<file path="config.mk">
export PLATFORM = sky130hd
export DESIGN_NAME = lease_arbiter
export DESIGN_NICKNAME = d
export VERILOG_FILES = /design/src/rtl/lease_arbiter.sv
export SDC_FILE = /design/constraint.sdc
export NUM_CORES = 1
export LEC_CHECK = 0
export BUFFER_PORTS_ARGS = -buffer_cell sky130_fd_sc_hd__buf_2
export CAP_MARGIN = 40
export CORE_ASPECT_RATIO = 0.9
export CORE_MARGIN = 2
export CORE_UTILIZATION = 55
export CTS_BUF_LIST = sky130_fd_sc_hd__clkbuf_2
export CTS_CLUSTER_DIAMETER = 30
export DETAILED_ROUTE_END_ITERATION = 8
export GPL_ROUTABILITY_DRIVEN = 0
export PLACE_DENSITY = 0.76
export REMOVE_ABC_BUFFERS = 1
export SETUP_SLACK_MARGIN = 0.2
export SYNTH_ARGS = -nofsm -noshare
export SYNTH_HDL_FRONTEND = slang
export SYNTH_SLANG_ARGS = --single-unit
</file>
<file path="constraint.sdc">
create_clock -name clk -period 5.2 [get_ports clk]
set_input_delay 0 -clock clk [delete_from_list [all_inputs] [get_ports clk]]
set_output_delay 0 -clock clk [all_outputs]
set_load 0.005 [all_outputs]
</file>
<file path="src/rtl/lease_arbiter.sv">
// lease_arbiter
//   Shares one resource among four requesters in strict arrival order.
//   A requester keeps the resource while its request stays high and releases
//   it by dropping the request. Queued requesters may withdraw at any time.
//   An optional hold watchdog revokes grants that last MAX_HOLD cycles, and a
//   one-cycle GAP state separates consecutive owners.
//
// Parameters:
//   MAX_HOLD     cycles a grant may be held before revocation (0 = no watchdog)
//
// Ports:
//   clk          clock, rising edge
//   rst          asynchronous reset, active-high
//   req[3:0]     request lines; req[i] high = requester i wants/holds resource
//   grant[3:0]   one-hot grant or zero, registered
//   grant_id     index of the current owner, 0 when idle
//   busy         high while any grant is asserted
//   revoke       one-cycle pulse when the watchdog withdraws a grant
//   queue_count  number of requesters waiting (0..4)
module lease_arbiter #(
    parameter int unsigned MAX_HOLD = 16
) (
    input  logic       clk,
    input  logic       rst,
    input  logic [3:0] req,
    output logic [3:0] grant,
    output logic [1:0] grant_id,
    output logic       busy,
    output logic       revoke,
    output logic [2:0] queue_count
);

    localparam int unsigned CW = (MAX_HOLD < 2) ? 1 : $clog2(MAX_HOLD + 1);
    localparam logic [CW-1:0] HOLD_LIMIT = CW'(MAX_HOLD);

    typedef enum logic [1:0] {
        IDLE = 2'd0,
        HOLD = 2'd1,
        GAP  = 2'd2
    } state_t;

    state_t          state, state_n;
    logic [1:0]      q_id   [4];
    logic [1:0]      q_id_n [4];
    logic [1:0]      kept_id[4];
    logic [2:0]      kept_cnt;
    logic [2:0]      cnt_n;
    logic [3:0]      req_q;
    logic [3:0]      arriving;
    logic [CW-1:0]   hold_cnt, hold_cnt_n;
    logic [3:0]      grant_n;
    logic [1:0]      grant_id_n;
    logic            busy_n, revoke_n, pop;

    assign arriving = req & ~req_q;

    always_comb begin
        state_n    = state;
        grant_n    = grant;
        grant_id_n = grant_id;
        busy_n     = busy;
        revoke_n   = 1'b0;
        hold_cnt_n = hold_cnt;
        pop        = 1'b0;
        kept_cnt   = '0;
        for (int unsigned i = 0; i < 4; i++) begin
            kept_id[i] = '0;
            q_id_n[i]  = '0;
        end

        // Withdrawals: keep only entries whose request is still high, in order.
        // A queued entry is never the owner, so no owner check is needed here.
        for (int unsigned i = 0; i < 4; i++) begin
            if (3'(i) < queue_count && req[q_id[i]]) begin
                kept_id[kept_cnt[1:0]] = q_id[i];
                kept_cnt = kept_cnt + 3'd1;
            end
        end

        case (state)
            IDLE: begin
                if (kept_cnt != 3'd0) begin
                    pop        = 1'b1;
                    grant_n    = 4'b0001 << kept_id[0];
                    grant_id_n = kept_id[0];
                    busy_n     = 1'b1;
                    hold_cnt_n = CW'(1);
                    state_n    = HOLD;
                end
            end
            HOLD: begin
                if (!req[grant_id]) begin
                    grant_n    = '0;
                    grant_id_n = '0;
                    busy_n     = 1'b0;
                    state_n    = GAP;
                end else if (MAX_HOLD != 0 && hold_cnt == HOLD_LIMIT) begin
                    grant_n    = '0;
                    grant_id_n = '0;
                    busy_n     = 1'b0;
                    revoke_n   = 1'b1;
                    state_n    = GAP;
                end else if (hold_cnt != '1) begin
                    hold_cnt_n = hold_cnt + CW'(1);
                end
            end
            GAP: begin
                hold_cnt_n = '0;
                state_n    = IDLE;
            end
            default: begin
                state_n = IDLE;
            end
        endcase

        // Pop happens on the compacted queue; arrivals are appended afterwards
        // so a requester arriving on this edge can never be popped on it.
        for (int unsigned j = 0; j < 3; j++) begin
            q_id_n[j] = pop ? kept_id[j + 1] : kept_id[j];
        end
        q_id_n[3] = pop ? 2'd0 : kept_id[3];
        cnt_n     = kept_cnt - {2'b00, pop};

        // Lowest index first for simultaneous arrivals. At most four distinct
        // requesters exist and the owner is never queued, so cnt_n stays <= 4.
        for (int unsigned j = 0; j < 4; j++) begin
            if (arriving[j]) begin
                q_id_n[cnt_n[1:0]] = 2'(j);
                cnt_n = cnt_n + 3'd1;
            end
        end
    end

    always_ff @(posedge clk or posedge rst) begin
        if (rst) begin
            state       <= IDLE;
            grant       <= '0;
            grant_id    <= '0;
            busy        <= 1'b0;
            revoke      <= 1'b0;
            queue_count <= '0;
            hold_cnt    <= '0;
            req_q       <= '0;
            for (int unsigned i = 0; i < 4; i++) begin
                q_id[i] <= '0;
            end
        end else begin
            state       <= state_n;
            grant       <= grant_n;
            grant_id    <= grant_id_n;
            busy        <= busy_n;
            revoke      <= revoke_n;
            queue_count <= cnt_n;
            hold_cnt    <= hold_cnt_n;
            req_q       <= req;
            for (int unsigned i = 0; i < 4; i++) begin
                q_id[i] <= q_id_n[i];
            end
        end
    end

endmodule

</file>
==> qor.csv, run 1 <==
stage,metric,value,unit
sta,final critical-path required period,5.03,ns
final_layout,"Area growth, synth to finish",24.6,%
yosys,"Cell Area, Synth",2640,um^2
die,Die Area,5370,um^2
global_routing,number of antenna violations at the first check in global routing,0,
place,Final HPWL DP,5.28,mm
setup_path,dominant delay contributor by cell family on the critical path,adder cells,
clock_network,clock root cell,clkbuf_2,
setup_path,"most used cell, CP",ha_4,
yosys,top area cells in the synthesized netlist,"dfrtp_1 (28%), ha_1 (13%), nand2_1 (3.7%)",
sta,count of final hold-check violations,0,
clock_network,CTS Buf Count,5,
sta,highest clock frequency the design can meet,199,MHz
final_layout,Sequential Area,751,um^2
detailed_routing,routed via count,2531,
final_layout,final-stage net count,374,
final_layout,ratio of cells with drive above 1 in the final layout,28.7,%
sta,unrepaired setup endpoints after global routing,yes,
die,area of the core,4550,um^2
yosys,most frequent cells after synthesis,"dfrtp_1 (30), ha_1 (28), nand2_1 (26)",
die,die width,77.0,um
setup_path,critical path start-end classification,reg2reg,
place,port bufs,16,
yosys,cell with the most instances after synthesis,dfrtp_1,
sta,total setup violations reported at the end of the flow,0,
clock_network,worst skew pair latency,0.36,ns
yosys,leading register cell type out of synthesis,dfrtp_1,
yosys,Post-Synthesis Mean Instance Area,9.17,um^2
clock_network,TritonCTS clock tree,done,
detailed_routing,post-detailed-route count of antenna-violating nets,0,
yosys,fraction of registers with async set or reset after synthesis,100,%
yosys,number of distinct library cells after synthesis,66,
sta,ratio of final minimum period to clock period,96.7,%
sta,worst slew slack as a fraction of its limit,50.0,%
clock_network,CTS HTree Levels,2,
yosys,sequential area share after synthesis,28.4,%
final_layout,total area of multi-input combinational cells,1950,um^2
setup_path,"slowest stage cell, crit path",mux4_2,
global_routing,pin count of the biggest net entering global routing,20,
setup_path,crit-path max cell delay,0.52,ns
die,Die Span Y,69.7,um
global_routing,GR Overflow Total,0,
sta,Clock Skews,0.00924,ns
detailed_routing,detailed router's first-iteration violation count,273,
sta,Setup WS post-layout,0.170,ns
die,I/O pin total,17,
run_status,status,finished clean,
global_routing,global-route wire length before repair,11.4,mm
detailed_routing,routed length per placed instance,17.7,um
setup_path,worst reg2reg path startpoint,q_id[6],
yosys,cell count after synthesis,288,
clock_network,Max clock buf depth,2,
setup_path,data required time of the worst path,5.46,ns
die,effective utilization at floorplan,58.1,%
final_layout,core occupancy in the finished layout,72.4,%
setup_path,maximum fanout along the worst path,5,
yosys,largest area contributor in the netlist,dfrtp_1,
global_routing,number of global-route vias before repair,2308,
setup_path,Buf/Inv on CP,3,
yosys,portion of synthesized cell area occupied by the leading cell type,28.4,%
clock_network,"Reg clk slew, reported paths",0.16,ns
detailed_routing,Vias/cell,6.28,
detailed_routing,DRC violations left,0,
die,number of placement rows,23,
run,max-capacitance violation count,0,
sta,Slew Limit Fails,0,
final_layout,fillers,363,
setup_path,kind of start point of the critical path,flop,
detailed_routing,post-detailed-routing wire length,7.13,mm
yosys,number of synthesized register bits,30,
global_routing,Global Route Usage Sum,26.6,%
setup_path,kind of end point of the critical path,flop,
yosys,number of enable-type register cells in the synthesized netlist,0,
clock_network,CTS sink count,30,
place,Setup WS pre-CTS,-0.167,ns
setup_path,crit path launch,q_id[6],
yosys,Synth warnings,0,
final_layout,number of antenna diodes,0,
detailed_routing,drt first pass iters,5,
hold_path,Hold/Removal Path Class,in2async,
sta,worst slew pin tran,0.748,ns
setup_path,signal arrival time at the worst endpoint,5.29,ns
## per-layer routing
metal	GRT usage (%)	share of wire, %	up-vias	wire length [um]
met5	0	0	-	0
met4	5.16	1.1	0	77
met3	4.43	7.6	14	542
met2	41.0	45	118	3200
met1	39.8	46	1221	3310
li1	-	-	1178	-
## final timing paths
check | cells past startpoint | slack [ns] | to
worst min-delay path | 3 | 0.27 | grant[1]
worst max-delay path | 26 | 0.17 | q_id[2]
worst max register to register | 26 | 0.17 | q_id[2]
worst min register to register | 1 | 0.49 | busy
min in group clk | 1 | 0.49 | busy
max in group asynchronous | 4 | 4.38 | req_q[2]
## stage by stage
step,hold slack [ns],area (um^2),setup TNS [ns],std cells
after detailed placement,0.146,2950,-0.964,382
after global placement,0.307,2940,0,381
final,0.273,3290,0,403
after global routing,0.287,3290,-0.0814,403
after floorplan,0.0314,2590,-2.14,278
after CTS,0.285,3160,0,400
## tightest hold or removal path: stages
cell           delay [ns]
dlygate4sd3_1        0.53
buf_2                0.12
inv_1                0.52
## cells by family (layout without fill, tap and decap cells)
kind of cell,after synthesis,count (layout),synth area share (%)
flops,30,30,28.4
buf+inv,31,84,4.83
fa+ha+maj,28,28,13.3
simple gates,96,96,19.4
xor+xnor,11,11,4.45
compound gates,81,81,23.9
mux,11,11,5.73
## what timing repair did
item,CTS,global route
resized for setup,17,18
gates cloned,0,0
endpoints found under the setup margin,10,10
hold endpoints to repair,22,0
pin swaps,5,10
buffers inserted,5,3
hold buffers,5,0
## registers in the layout (all words and copies together), names as in the netlist
signal       cells
state            2
revoke           1
q_id             8
grant            4
req_q            4
grant_id         2
busy             1
hold_cnt         5
queue_count      3
## final cells by class
type	count	area share, %
multi-input cells	227	59.1
flip-flops and latches	30	22.8
repair buffers	55	11.9
inverters	21	2.55
well taps	62	2.36
clock buffers	5	0.760
clock inverters	3	0.494
## placed cells by master, fill, tap and decap left out, types with 3 or more instances in the layout
cell,netlist,routed
nand3_1,17,15
buf_4,0,33
nand2_2,1,3
o21ai_0,7,7
o211ai_1,9,9
mux2i_1,5,5
inv_1,21,17
xnor2_1,7,7
buf_2,3,16
dfrtp_1,30,30
and3_1,4,4
a32oi_1,3,3
and2_4,0,3
nor2b_1,5,5
nand4_1,5,5
dlygate4sd3_1,0,5
and2_1,7,4
a22oi_1,4,4
nand2b_1,3,3
mux4_2,3,3
nor3_1,5,5
ha_4,0,7
nor2_1,9,8
o21a_1,3,3
ha_1,28,21
a32o_1,5,5
a31oi_1,4,3
a21oi_1,16,15
clkbuf_2,0,5
nand2_1,26,23
a21o_1,3,3
Power of run 1 is not shown: default switching activity piles up to over one toggle a cycle in this logic, so the estimate is an artifact.
==> inputs of run 2 (changes only) <==
--- a/config.mk
+++ b/config.mk
@@ -14,6 +14,7 @@
 export CTS_CLUSTER_DIAMETER = 30
 export DETAILED_ROUTE_END_ITERATION = 8
 export GPL_ROUTABILITY_DRIVEN = 0
+export MAX_ROUTING_LAYER = met4
 export PLACE_DENSITY = 0.76
 export REMOVE_ABC_BUFFERS = 1
 export SETUP_SLACK_MARGIN = 0.2
==> run 2 against run 1 <==
Against the previous run: first-iteration DRC count shrank 8.1%; non-clock buffer count is the same; core utilization is the same; die area is the same; hold slack lost 0.0022 ns; sequential cell count is the same; clock-buffer cell count is the same; final area is the same; register-to-register slack is essentially flat; critical path type unchanged; critical endpoint unchanged.
==> qor.csv, run 2 (synthesis gave the netlist of run 1 again) <==
stage,metric,value,unit
detailed_routing,routed via count,2492,
final_layout,most used cells in the layout excluding fill and tap cells,"buf_4 (33), dfrtp_1 (30), nand2_1 (23)",
clock_network,"Reg clk slew, reported paths",0.17,ns
detailed_routing,drt first pass iters,5,
run_status,status,finished clean,
global_routing,Global Route Usage Sum,27.4,%
sta,total negative setup slack,0,ns
clock_network,CTS HTree Levels,2,
setup_path,crit-path max cell delay,0.52,ns
place,port bufs,16,
clock_network,TritonCTS clock tree,done,
sta,count of final hold-check violations,0,
detailed_routing,highest metal layer with signal wires,met4,
final_layout,final-stage net count,374,
hold_path,Hold/Removal Path Class,in2async,
die,Die Area,5370,um^2
die,I/O pin total,17,
sta,total setup violations reported at the end of the flow,0,
global_routing,GR Overflow Total,0,
clock_network,Max clock buf depth,2,
final_layout,"most common cell after layout, fill and taps aside",buf_4,
place,Setup WS pre-CTS,-0.167,ns
sta,Setup WS post-layout,0.172,ns
die,die width,77.0,um
setup_path,"most used cell, CP",ha_4,
run,max-capacitance violation count,0,
detailed_routing,routed wire length on met3,616,um
setup_path,"slowest stage cell, crit path",mux4_2,
detailed_routing,DRC violations left,0,
sta,final critical-path required period,5.03,ns
setup_path,kind of end point of the critical path,flop,
final_layout,"Area growth, synth to finish",24.6,%
die,number of placement rows,23,
final_layout,register ranked first by flip-flop count,q_id,
final_layout,number of antenna diodes,0,
final_layout,number of flip-flops in the largest register,8,
global_routing,global-route wire length before repair,11.4,mm
setup_path,maximum fanout along the worst path,5,
final_layout,ratio of cells with drive above 1 in the final layout,28.7,%
setup_path,data required time of the worst path,5.46,ns
sta,worst slew pin tran,0.765,ns
clock_network,clock root cell,clkbuf_2,
detailed_routing,routed length per placed instance,17.7,um
die,Die Span Y,69.7,um
sta,worst slew slack as a fraction of its limit,48.9,%
global_routing,pin count of the biggest net entering global routing,20,
detailed_routing,detailed router's first-iteration violation count,251,
place,Final HPWL DP,5.28,mm
final_layout,Largest regs,"q_id x8, hold_cnt x5",
sta,Clock Skews,0.0105,ns
die,effective utilization at floorplan,58.1,%
detailed_routing,Vias/cell,6.18,
clock_network,CTS Buf Count,5,
sta,Slew Limit Fails,0,
detailed_routing,post-detailed-routing wire length,7.12,mm
sta,highest clock frequency the design can meet,199,MHz
clock_network,CTS sink count,30,
setup_path,kind of start point of the critical path,flop,
global_routing,number of global-route vias before repair,2304,
detailed_routing,Post-Route M1 WL,3.22,mm
final_layout,fillers,363,
global_routing,number of antenna violations at the first check in global routing,0,
sta,ratio of final minimum period to clock period,96.7,%
detailed_routing,post-detailed-route count of antenna-violating nets,0,
sta,unrepaired setup endpoints after global routing,yes,
detailed_routing,met2 routed wirelength,3.22,mm
setup_path,critical path start-end classification,reg2reg,
setup_path,signal arrival time at the worst endpoint,5.29,ns
clock_network,worst skew pair latency,0.36,ns
die,area of the core,4550,um^2
## run 2: worst max-delay path, delay by kind of cell (launching register included)
kind	cells	cell delay [ns]
flip-flops	1	0.41
multiplexers	1	0.52
AO/OA/AOI/OAI	7	1.20
buffers and inverters	3	0.13
adder cells (fa/ha/maj)	7	1.76
AND/OR/NAND/NOR	8	0.89
## run 2: path summary, 6_finish.rpt
kind | startpoint | endpoint | slack, ns | depth (start not counted)
max in group asynchronous | rst | state[0] | 4.38 | 4
min | rst | q_id[3] | 0.27 | 3
max reg2reg | q_id[6] | q_id[2] | 0.17 | 26
max | q_id[6] | q_id[2] | 0.17 | 26
min reg2reg | busy | busy | 0.49 | 1
min in group clk | busy | busy | 0.49 | 1
## run 2: what timing repair did
item | 4_1_cts | 5_1_grt
hold endpoints to repair | 22 | 0
buffers inserted | 5 | 3
gates resized for setup | 17 | 18
setup endpoints to repair | 10 | 10
hold buffers | 5 | 0
pin swaps | 5 | 10
## run 2: routing by layer
| layer | track usage, % | vias up |
|---|---|---|
| met5 | - | - |
| met4 | 5.16 | 0 |
| met3 | 4.43 | 10 |
| met2 | 41.0 | 122 |
| met1 | 39.9 | 1186 |
| li1 | - | 1174 |
## run 2: cell type report
class	instances	area (um^2)	share of cell area (%)
Timing Repair Buffer	55	393	11.9
Multi-Input combinational cell	227	1950	59.1
Clock buffer	5	25.0	0.760
Tap cell	62	77.6	2.36
Clock inverter	3	16.3	0.494
Inverter	21	83.8	2.55
Sequential cell	30	751	22.8
## run 2: per-stage QoR
step                      std cells  utilization, %  hold WS (ns)  cell area, um^2
after floorplan                 278               -        0.0314             2590
after global placement          381            64.6         0.307             2940
after detailed placement        382            64.9         0.146             2950
after CTS                       400            69.6         0.285             3160
after global routing            403            72.4         0.288             3290
final                           403            72.4         0.271             3290
Power of run 2 is left out for the same reason.
